===== config.mk =====
export PLATFORM = sky130hd
export DESIGN_NAME = timer_core_flat
export DESIGN_NICKNAME = d
export VERILOG_FILES = /design/src/rtl/timer_pkg.sv /design/src/rtl/timer_core_if.sv /design/src/rtl/mod_counter.sv /design/src/rtl/timer_core.sv /design/src/flat_wrapper.sv
export SDC_FILE = /design/constraint.sdc
export NUM_CORES = 1
export LEC_CHECK = 0
export CAP_MARGIN = 20
export CORE_ASPECT_RATIO = 1.5
export CORE_MARGIN = 2
export CORE_UTILIZATION = 30
export DETAILED_ROUTE_END_ITERATION = 7
export PLACE_DENSITY = 0.55
export RECOVER_POWER = 50
export SLEW_MARGIN = 30
export SYNTH_ARGS = -nofsm -noshare
export SYNTH_HDL_FRONTEND = slang
export SYNTH_HIERARCHICAL = 1
export SYNTH_SLANG_ARGS = --single-unit

===== constraint.sdc =====
create_clock -name mclk -period 7.6 [get_ports mclk]
set_clock_uncertainty 0.05 [all_clocks]
set_input_delay 0.76 -clock mclk [delete_from_list [all_inputs] [get_ports mclk]]
set_output_delay 0.76 -clock mclk [all_outputs]
set_load 0.02 [all_outputs]

===== src/rtl/timer_pkg.sv =====
// rtl/timer_pkg.sv - shared types and helpers for the timer_core slice
// Purpose: count-direction enum and the load clamp used by every field counter.
package timer_pkg;

    typedef enum logic {
        MODE_UP   = 1'b0,
        MODE_DOWN = 1'b1
    } mode_e;

    // Out-of-range load values saturate to the field's largest legal value.
    function automatic int clamp(input int value, input int modulus);
        return (value >= modulus) ? modulus - 1 : value;
    endfunction

endpackage


===== src/rtl/timer_core_if.sv =====
// rtl/timer_core_if.sv - control/status bundle between a timer and its user
// Purpose: groups the timer controls, load values and registered status.
// Ports (slave = timer side):
//   in : enable, mode, clear, load, load_sec, load_min, load_hr
//   out: r_sec, r_min, r_hr, sec_p, carry_for_min, ovf_p, done, done_p
interface timer_core_if #(
    parameter int SEC_W = 6,
    parameter int MIN_W = 6,
    parameter int HR_W  = 5
);
    logic             enable;
    logic             mode;
    logic             clear;
    logic             load;
    logic [SEC_W-1:0] load_sec;
    logic [MIN_W-1:0] load_min;
    logic [HR_W-1:0]  load_hr;
    logic [SEC_W-1:0] r_sec;
    logic [MIN_W-1:0] r_min;
    logic [HR_W-1:0]  r_hr;
    logic             sec_p;
    logic             carry_for_min;
    logic             ovf_p;
    logic             done;
    logic             done_p;

    modport slave (
        input  enable, mode, clear, load, load_sec, load_min, load_hr,
        output r_sec, r_min, r_hr, sec_p, carry_for_min, ovf_p, done, done_p
    );

    modport master (
        output enable, mode, clear, load, load_sec, load_min, load_hr,
        input  r_sec, r_min, r_hr, sec_p, carry_for_min, ovf_p, done, done_p
    );
endinterface


===== src/rtl/mod_counter.sv =====
// rtl/mod_counter.sv - one modulo-MOD time field
// Purpose: register holding 0..MOD-1 with clear > load > inc > dec priority.
// Ports: mclk, rst_n, clear, load, load_val, inc, dec -> value, wrap
//   wrap is combinational so the next field can step on the same edge.
module mod_counter #(
    parameter int MOD = 60,
    parameter int W   = $clog2(MOD)
) (
    input  logic         mclk,
    input  logic         rst_n,
    input  logic         clear,
    input  logic         load,
    input  logic [W-1:0] load_val,
    input  logic         inc,
    input  logic         dec,
    output logic [W-1:0] value,
    output logic         wrap
);
    import timer_pkg::*;

    localparam logic [W-1:0] TOP = W'(MOD - 1);

    assign wrap = (inc && value == TOP) || (dec && value == '0);

    always_ff @(posedge mclk) begin
        if (!rst_n) begin
            value <= '0;
        end else if (clear) begin
            value <= '0;
        end else if (load) begin
            value <= W'(clamp(int'(load_val), MOD));
        end else if (inc) begin
            value <= (value == TOP) ? '0 : value + 1'b1;
        end else if (dec) begin
            value <= (value == '0) ? TOP : value - 1'b1;
        end
    end
endmodule


===== src/rtl/timer_core.sv =====
// rtl/timer_core.sv - prescaled sec/min/hour up/down timer
// Purpose: prescaler producing ticks at TICK_HZ, three cascaded field counters,
//   overflow, done and per-tick pulse reporting.
// Ports: mclk, rst_n (sync, active low), bus (timer_core_if.slave).
module timer_core #(
    parameter int CLK_HZ  = 32_000_000,
    parameter int TICK_HZ = 1,
    parameter int SEC_MOD = 60,
    parameter int MIN_MOD = 60,
    parameter int HR_MOD  = 24
) (
    input  logic        mclk,
    input  logic        rst_n,
    timer_core_if.slave bus
);
    import timer_pkg::*;

    localparam int DIV   = CLK_HZ / TICK_HZ;
    localparam int PW    = $clog2(DIV);
    localparam int SEC_W = $clog2(SEC_MOD);
    localparam int MIN_W = $clog2(MIN_MOD);
    localparam int HR_W  = $clog2(HR_MOD);
    localparam logic [PW-1:0] PRESC_LAST = PW'(DIV - 1);

    logic [PW-1:0]    presc;
    logic             done_q;
    logic             sec_p_q, carry_q, ovf_q, done_p_q;
    logic [SEC_W-1:0] sec_v;
    logic [MIN_W-1:0] min_v;
    logic [HR_W-1:0]  hr_v;
    logic             sec_wrap, min_wrap, hr_wrap;
    mode_e            cur_mode;
    logic             down, advance, tick, at_zero, step, hits_zero;

    assign cur_mode  = mode_e'(bus.mode);
    assign down      = (cur_mode == MODE_DOWN);
    // A finished countdown freezes everything until cleared, reloaded or switched to up.
    assign advance   = bus.enable && !(done_q && down);
    assign tick      = advance && (presc == PRESC_LAST) && !bus.clear && !bus.load;
    assign at_zero   = (sec_v == '0) && (min_v == '0) && (hr_v == '0);
    // Counting down from 0:0:0 only raises done; the fields must not wrap.
    assign step      = tick && !(down && at_zero);
    assign hits_zero = (sec_v == SEC_W'(1)) && (min_v == '0) && (hr_v == '0);

    mod_counter #(.MOD(SEC_MOD), .W(SEC_W)) u_sec (
        .mclk(mclk), .rst_n(rst_n), .clear(bus.clear), .load(bus.load),
        .load_val(bus.load_sec), .inc(step && !down), .dec(step && down),
        .value(sec_v), .wrap(sec_wrap)
    );

    mod_counter #(.MOD(MIN_MOD), .W(MIN_W)) u_min (
        .mclk(mclk), .rst_n(rst_n), .clear(bus.clear), .load(bus.load),
        .load_val(bus.load_min), .inc(sec_wrap && !down), .dec(sec_wrap && down),
        .value(min_v), .wrap(min_wrap)
    );

    mod_counter #(.MOD(HR_MOD), .W(HR_W)) u_hr (
        .mclk(mclk), .rst_n(rst_n), .clear(bus.clear), .load(bus.load),
        .load_val(bus.load_hr), .inc(min_wrap && !down), .dec(min_wrap && down),
        .value(hr_v), .wrap(hr_wrap)
    );

    always_ff @(posedge mclk) begin
        if (!rst_n) begin
            presc    <= '0;
            done_q   <= 1'b0;
            sec_p_q  <= 1'b0;
            carry_q  <= 1'b0;
            ovf_q    <= 1'b0;
            done_p_q <= 1'b0;
        end else begin
            sec_p_q  <= 1'b0;
            carry_q  <= 1'b0;
            ovf_q    <= 1'b0;
            done_p_q <= 1'b0;
            if (bus.clear || bus.load) begin
                presc  <= '0;
                done_q <= 1'b0;
            end else if (advance) begin
                presc <= (presc == PRESC_LAST) ? '0 : presc + 1'b1;
                if (tick) begin
                    if (down && at_zero) begin
                        done_q   <= 1'b1;
                        done_p_q <= 1'b1;
                    end else begin
                        sec_p_q <= 1'b1;
                        carry_q <= sec_wrap;
                        ovf_q   <= !down && hr_wrap;
                        if (down && hits_zero) begin
                            done_q   <= 1'b1;
                            done_p_q <= 1'b1;
                        end
                    end
                end
            end
        end
    end

    assign bus.r_sec         = sec_v;
    assign bus.r_min         = min_v;
    assign bus.r_hr          = hr_v;
    assign bus.sec_p         = sec_p_q;
    assign bus.carry_for_min = carry_q;
    assign bus.ovf_p         = ovf_q;
    assign bus.done          = done_q;
    assign bus.done_p        = done_p_q;
endmodule


===== src/flat_wrapper.sv =====
// flat-port wrapper written by rule: the top's interface ports become plain ports
module timer_core_flat import timer_pkg::*;
#(
    parameter int CLK_HZ  = 32_000_000,
    parameter int TICK_HZ = 1,
    parameter int SEC_MOD = 60,
    parameter int MIN_MOD = 60,
    parameter int HR_MOD  = 24
)
  (mclk, rst_n, bus_enable, bus_mode, bus_clear, bus_load, bus_load_sec, bus_load_min, bus_load_hr, bus_r_sec, bus_r_min, bus_r_hr, bus_sec_p, bus_carry_for_min, bus_ovf_p, bus_done, bus_done_p);
  timer_core_if #(.SEC_W(6), .MIN_W(6), .HR_W(5)) bus_i ();
  input  logic mclk;
  input  logic rst_n;
  input wire logic [$bits(bus_i.enable)-1:0] bus_enable;
  input wire logic [$bits(bus_i.mode)-1:0] bus_mode;
  input wire logic [$bits(bus_i.clear)-1:0] bus_clear;
  input wire logic [$bits(bus_i.load)-1:0] bus_load;
  input wire logic [$bits(bus_i.load_sec)-1:0] bus_load_sec;
  input wire logic [$bits(bus_i.load_min)-1:0] bus_load_min;
  input wire logic [$bits(bus_i.load_hr)-1:0] bus_load_hr;
  output wire logic [$bits(bus_i.r_sec)-1:0] bus_r_sec;
  output wire logic [$bits(bus_i.r_min)-1:0] bus_r_min;
  output wire logic [$bits(bus_i.r_hr)-1:0] bus_r_hr;
  output wire logic [$bits(bus_i.sec_p)-1:0] bus_sec_p;
  output wire logic [$bits(bus_i.carry_for_min)-1:0] bus_carry_for_min;
  output wire logic [$bits(bus_i.ovf_p)-1:0] bus_ovf_p;
  output wire logic [$bits(bus_i.done)-1:0] bus_done;
  output wire logic [$bits(bus_i.done_p)-1:0] bus_done_p;
  assign bus_i.enable = bus_enable;
  assign bus_i.mode = bus_mode;
  assign bus_i.clear = bus_clear;
  assign bus_i.load = bus_load;
  assign bus_i.load_sec = bus_load_sec;
  assign bus_i.load_min = bus_load_min;
  assign bus_i.load_hr = bus_load_hr;
  assign bus_r_sec = bus_i.r_sec;
  assign bus_r_min = bus_i.r_min;
  assign bus_r_hr = bus_i.r_hr;
  assign bus_sec_p = bus_i.sec_p;
  assign bus_carry_for_min = bus_i.carry_for_min;
  assign bus_ovf_p = bus_i.ovf_p;
  assign bus_done = bus_i.done;
  assign bus_done_p = bus_i.done_p;
  timer_core #(.CLK_HZ(CLK_HZ), .TICK_HZ(TICK_HZ), .SEC_MOD(SEC_MOD), .MIN_MOD(MIN_MOD), .HR_MOD(HR_MOD)) u_core (.mclk(mclk), .rst_n(rst_n), .bus(bus_i));
endmodule

# Word-level counts from Yosys, hierarchy flattened
# Cells that the tools add are included.
# classes
add_sub_neg,7
order_cmp,3
eq_ne,5
mux,24
bitwise_logic,3
n_reduce_logical,46
# op_table
op,n
$mux W6,12
$mux W5,6
$add A25 B1 Y25 const B,1
$eq A25 B25 Y1 const B,1
$logic_and A1 B1 Y1,25
$mux W25,1
$add A6 B1 Y6 const B,2
$eq A6 B6 Y1 const B,2
$ge A6 B6 Y1 const B,2
$logic_not A6 Y1,2
$sub A6 B1 Y6 const B,2
$reduce_bool A3 Y1,3
$eq A6 B1 Y1 const B,1
$add A5 B1 Y5 const B,1
$eq A5 B5 Y1 const B,1
$ge A5 B5 Y1 const B,1
$logic_not A1 Y1,5
$logic_not A5 Y1,1
$mux W1,5
$reduce_or A5 Y1,1
$sub A5 B1 Y5 const B,1
$logic_or A1 B1 Y1,4
$reduce_or A2 Y1,2
$reduce_or A4 Y1,1
3 further kinds,5
# totals
ff_bits,47
elab_cells,97

# Logic depth before layout (Yosys ltp)
# depth
word_depth,17
mapped_depth,17
depth_no_buf,14

# Hierarchy
# The synthesis kept the hierarchy.
# modules_own_cells
mod,n_inst,cells_each,area_per_inst_um2
timer_core,1,173,1470.2
mod_counter (u_core.u_min ...),2,85,660.6
mod_counter (u_core.u_hr),1,58,471.7

# Least setup slack after synthesis
# No wires, ideal clock.
# synth_path
path_type,input to register
start,input port bus_mode
end,register u_core.ovf_q (netlist: u_core/bus.ovf_p)
setup_ns,0.093
arrival_time_ns,4.196
slack_ns,3.261
cell_stages,17
path_buffers,4
cell_sequence,buf_6 a21bo_4 nor4_1 o311ai_0 nor4_1 buf_2 a32o_1 nor2b_1 buf_2 a32o_1 nor2b_1 buf_2 nand3_1 nor3b_1 a21o_1 inv_1 nor4_1
# synth_between
elab_chain_len,17
# synth_rtl
element,line_no,text
start: declaration,flat_wrapper.sv:15,input wire logic [$bits(bus_i.mode)-1:0] bus_mode;
$logic_and A1 B1 Y1,timer_core.sv:38,assign advance = bus.enable && !(done_q && down);
$logic_not A1 Y1,timer_core.sv:38,
$logic_and A1 B1 Y1,timer_core.sv:38,
$logic_and A1 B1 Y1 (3 in series),timer_core.sv:39,assign tick = advance && (presc == PRESC_LAST) && !bus.clear && !bus.load;
$logic_and A1 B1 Y1,timer_core.sv:42,assign step = tick && !(down && at_zero);
$logic_and A1 B1 Y1,timer_core.sv:47,".load_val(bus.load_sec), .inc(step && !down), .dec(step && down),"
$logic_and A1 B1 Y1,mod_counter.sv:23,assign wrap = (inc && value == TOP) || (dec && value == '0);
$logic_or A1 B1 Y1 *,mod_counter.sv:23,
via u_core.sec_wrap,timer_core.sv:31,"logic sec_wrap, min_wrap, hr_wrap;"
[... 1 more ...],-,
$logic_and A1 B1 Y1,mod_counter.sv:23,
$logic_or A1 B1 Y1 *,mod_counter.sv:23,
via u_core.min_wrap,timer_core.sv:31,
$logic_and A1 B1 Y1,timer_core.sv:59,".load_val(bus.load_hr), .inc(min_wrap && !down), .dec(min_wrap && down),"
$logic_and A1 B1 Y1,mod_counter.sv:23,
$logic_or A1 B1 Y1 *,mod_counter.sv:23,
via u_core.hr_wrap,timer_core.sv:31,
$logic_and A1 B1 Y1 *,timer_core.sv:88,ovf_q <= !down && hr_wrap;
end signal: assignment,timer_core.sv:88,
end: declaration,timer_core.sv:27,"logic sec_p_q, carry_q, ovf_q, done_p_q;"
# Mark *: on every way through the listed nets, which the timed path passes. The rest lies on a longest branch.
# A chain may end at the register's enable or synchronous reset.

# Worst setup path after layout
# Same ends and word-level chain as after synthesis.

==> metrics <==
Placed Area 3747 µm²; Slew HR 0.3580; Final Non-Filler Cells 575; post-synthesis async set-or-reset flop share 0; Placed Cells 567; IO buf count 44; setup bufs post-CTS 0; Worst IR Drop VDD 0.00009206 V; max incr delay on CP 0.69 ns; CTS tree built; Synth Instances 401; Req. time, crit path 7.75 ns; initial core utilization 0.3081; post-synthesis compound-gate area fraction 0.2469; Cell Pwr Density 145.4 nW/µm²; Slew Limit Fails 0; via count 3213; GP Congestion 0.8499; ANT nets after route 0; Max FO, Critical Path 14; layout cells sized above 1 0.06729; critical path's slowest cell dlygate4sd3_1; chip height 131.7 µm; critical path's top delay family simple AND/OR/NAND/NOR gates; CTS max path bufs 2; die area 11740 µm²; grt total ovfl 0; first-pass GRT wire length 14.68 mm; H-tree depth reported by CTS 2; critical path arrival 5.73 ns; Post-CTS Resized 0; pin count of the biggest net entering global routing 33; adder-cell share of the synthesized area 0.03451; status finished clean; CP Launch Type primary input; worst hold path class register to register; Synth Area in XOR/XNOR 0.04831; # DRC 0; wirelength, routed 8.917 mm; Static Leakage 0.001261 µW; fin crit period 5.585 ns; total CTS buffers 5; crit path buf inv count 2; vias per cell 5.588; Total Routing Usage GR 0.1529; clk slew on worst S/H paths 0.07 ns; DR pass1 iterations 5; Primary FF master, synth dfxtp_1; mux cell area share after synthesis 0.003067; vias in the first global route 3109; Wirelength per Cell 15.51 µm; root buf cell clkbuf_16; core area 10590 µm²; commonest non-fill, non-tap cell in the layout dfxtp_1; Antenna Cells 0; FP Rows 46; Final Hold Fails 0; TNS Setup 0 ns; Synth Register Bits 47; Worst-Margin Slew 0.9509 ns; Worst Setup End Kind register; Critical Setup Path Class primary input to register; max frequency 179.1 MHz; CP cell instances dlygate4sd3_1, a21bo_4, nor4_1, o311ai_0, nor2_1, a32o_1, nor2b_1, a32o_1, nor2b_1, nand3_1, nor3b_1, a21o_1, inv_1, nor4_1; main combinational cell family by area after synthesis simple AND/OR/NAND/NOR gates; final net count 462; library cells used by synthesis 63; max-cap check violation count 0; fin crit share 0.7349; initial antenna violation count 0; synth warn 6; DPL Wire Length 6.633 mm; synth-to-layout area growth 19.02%; Power Total 564.8 µW; Post-synth EDFFs 0; syn avg cell area 8.137 µm²; Syn Nets 433; leading cell types in the layout, fill and taps excluded 47 x dfxtp_1, 28 x nor2_1, 28 x nand2_1; Simple-Gate Fraction of Synth Area 0.3087; post-synth top area share 0.2883; post-route cell area 3884 µm²; synthesized cell area 3263 µm²; register area share after synthesis 0.2883; cts-stage hold buffer count 0; setup violators final 0; Skew-Pair Late Insertion Delay 0.29 ns; top post-synthesis cells by area dfxtp_1 29%, a21oi_1 3.7%, ha_1 3.5%; clk sinks 47; area leader, netlist dfxtp_1; chip width 89.16 µm; First DRT Iteration DRCs 143; RSZ-0062 raised after global routing no; I/O pin cnt 45
==> per-stage QoR <==
step             util  hold slack, ns  worst slack [ns]
2_1_floorplan       -          0.4021             3.261
3_3_place_gp   0.3539          0.4152             2.029
3_5_place_dp   0.3539          0.4246             1.952
4_1_cts        0.3674          0.4347             2.168
5_1_grt        0.3667          0.4763             1.542
6_report       0.3667          0.4350             2.015
==> state kept, by name, indices dropped and copies added, names as in the netlist <==
name	count
u_core/bus.carry_for_min	1
u_core/bus.done	1
u_core/bus.done_p	1
u_core/bus.ovf_p	1
u_core/bus.sec_p	1
u_core/presc	25
u_core/u_hr/value	5
u_core/u_min/value	6
u_core/u_sec/value	6
==> final cells by class <==
class,instances,area (µm²)
clock buffers,5,125.1
clock inverters,3,18.77
fillers,1118,6706
inverters,17,63.81
multi-input cells,312,2092
flip-flops and latches,47,940.9
well taps,144,180.2
repair buffers,47,462.9
==> final timing paths <==
| path | depth (start not counted) | slack (ns) | to | from |
|---|---|---|---|---|
| setup / recovery | 14 | 2.02 | u_core/bus.ovf_p | bus_mode |
| hold / removal | 2 | 0.43 | u_core/presc[24] | u_core/presc[24] |
| setup reg to reg | 14 | 2.72 | u_core/bus.ovf_p | u_core/presc[0] |
| hold reg to reg | 2 | 0.43 | u_core/presc[24] | u_core/presc[24] |
==> cells in the mapped netlist (all sizes together), types with 6 or more instances <==
cell	n
a21oi	28
a31oi	10
buf	15
clkbuf	10
dfxtp	47
ha	9
inv	17
nand2	28
nand3	18
nand4	12
nor2	28
nor2b	9
nor4	8
o211ai	8
o21ai	17
o31ai	10
or3	12
or4	10
xnor2	6
xor2	12
==> kinds of logic (layout without fill, tap and decap cells) <==
kind of cell	after synthesis	after routing
simple gates	170	170
compound gates	114	114
flops	47	47
buf+inv	42	72
xor+xnor	18	18
fa+ha+maj	9	9
mux	1	1
==> report_power, final <==
group          switching [µW]  internal [µW]  leakage, µW
Sequential               11.4            250     0.000381
Clock                    99.5            122    0.0000740
Combinational            42.8           38.8     0.000807
==> per-layer routing <==
metal	GRT usage	up-vias	wire (µm)
li1	-	1574	-
met1	0.1799	1501	3586
met2	0.2679	109	4595
met3	0.02129	29	417
met4	0.06551	0	318
met5	0	-	0
==> worst min-delay path: cells and delay by family (launching register included) <==
family             cells  cell delay [ns]
AOI/OAI and AO/OA      2             0.13
DFF                    1             0.31
Power figures use the tool's default switching activity.
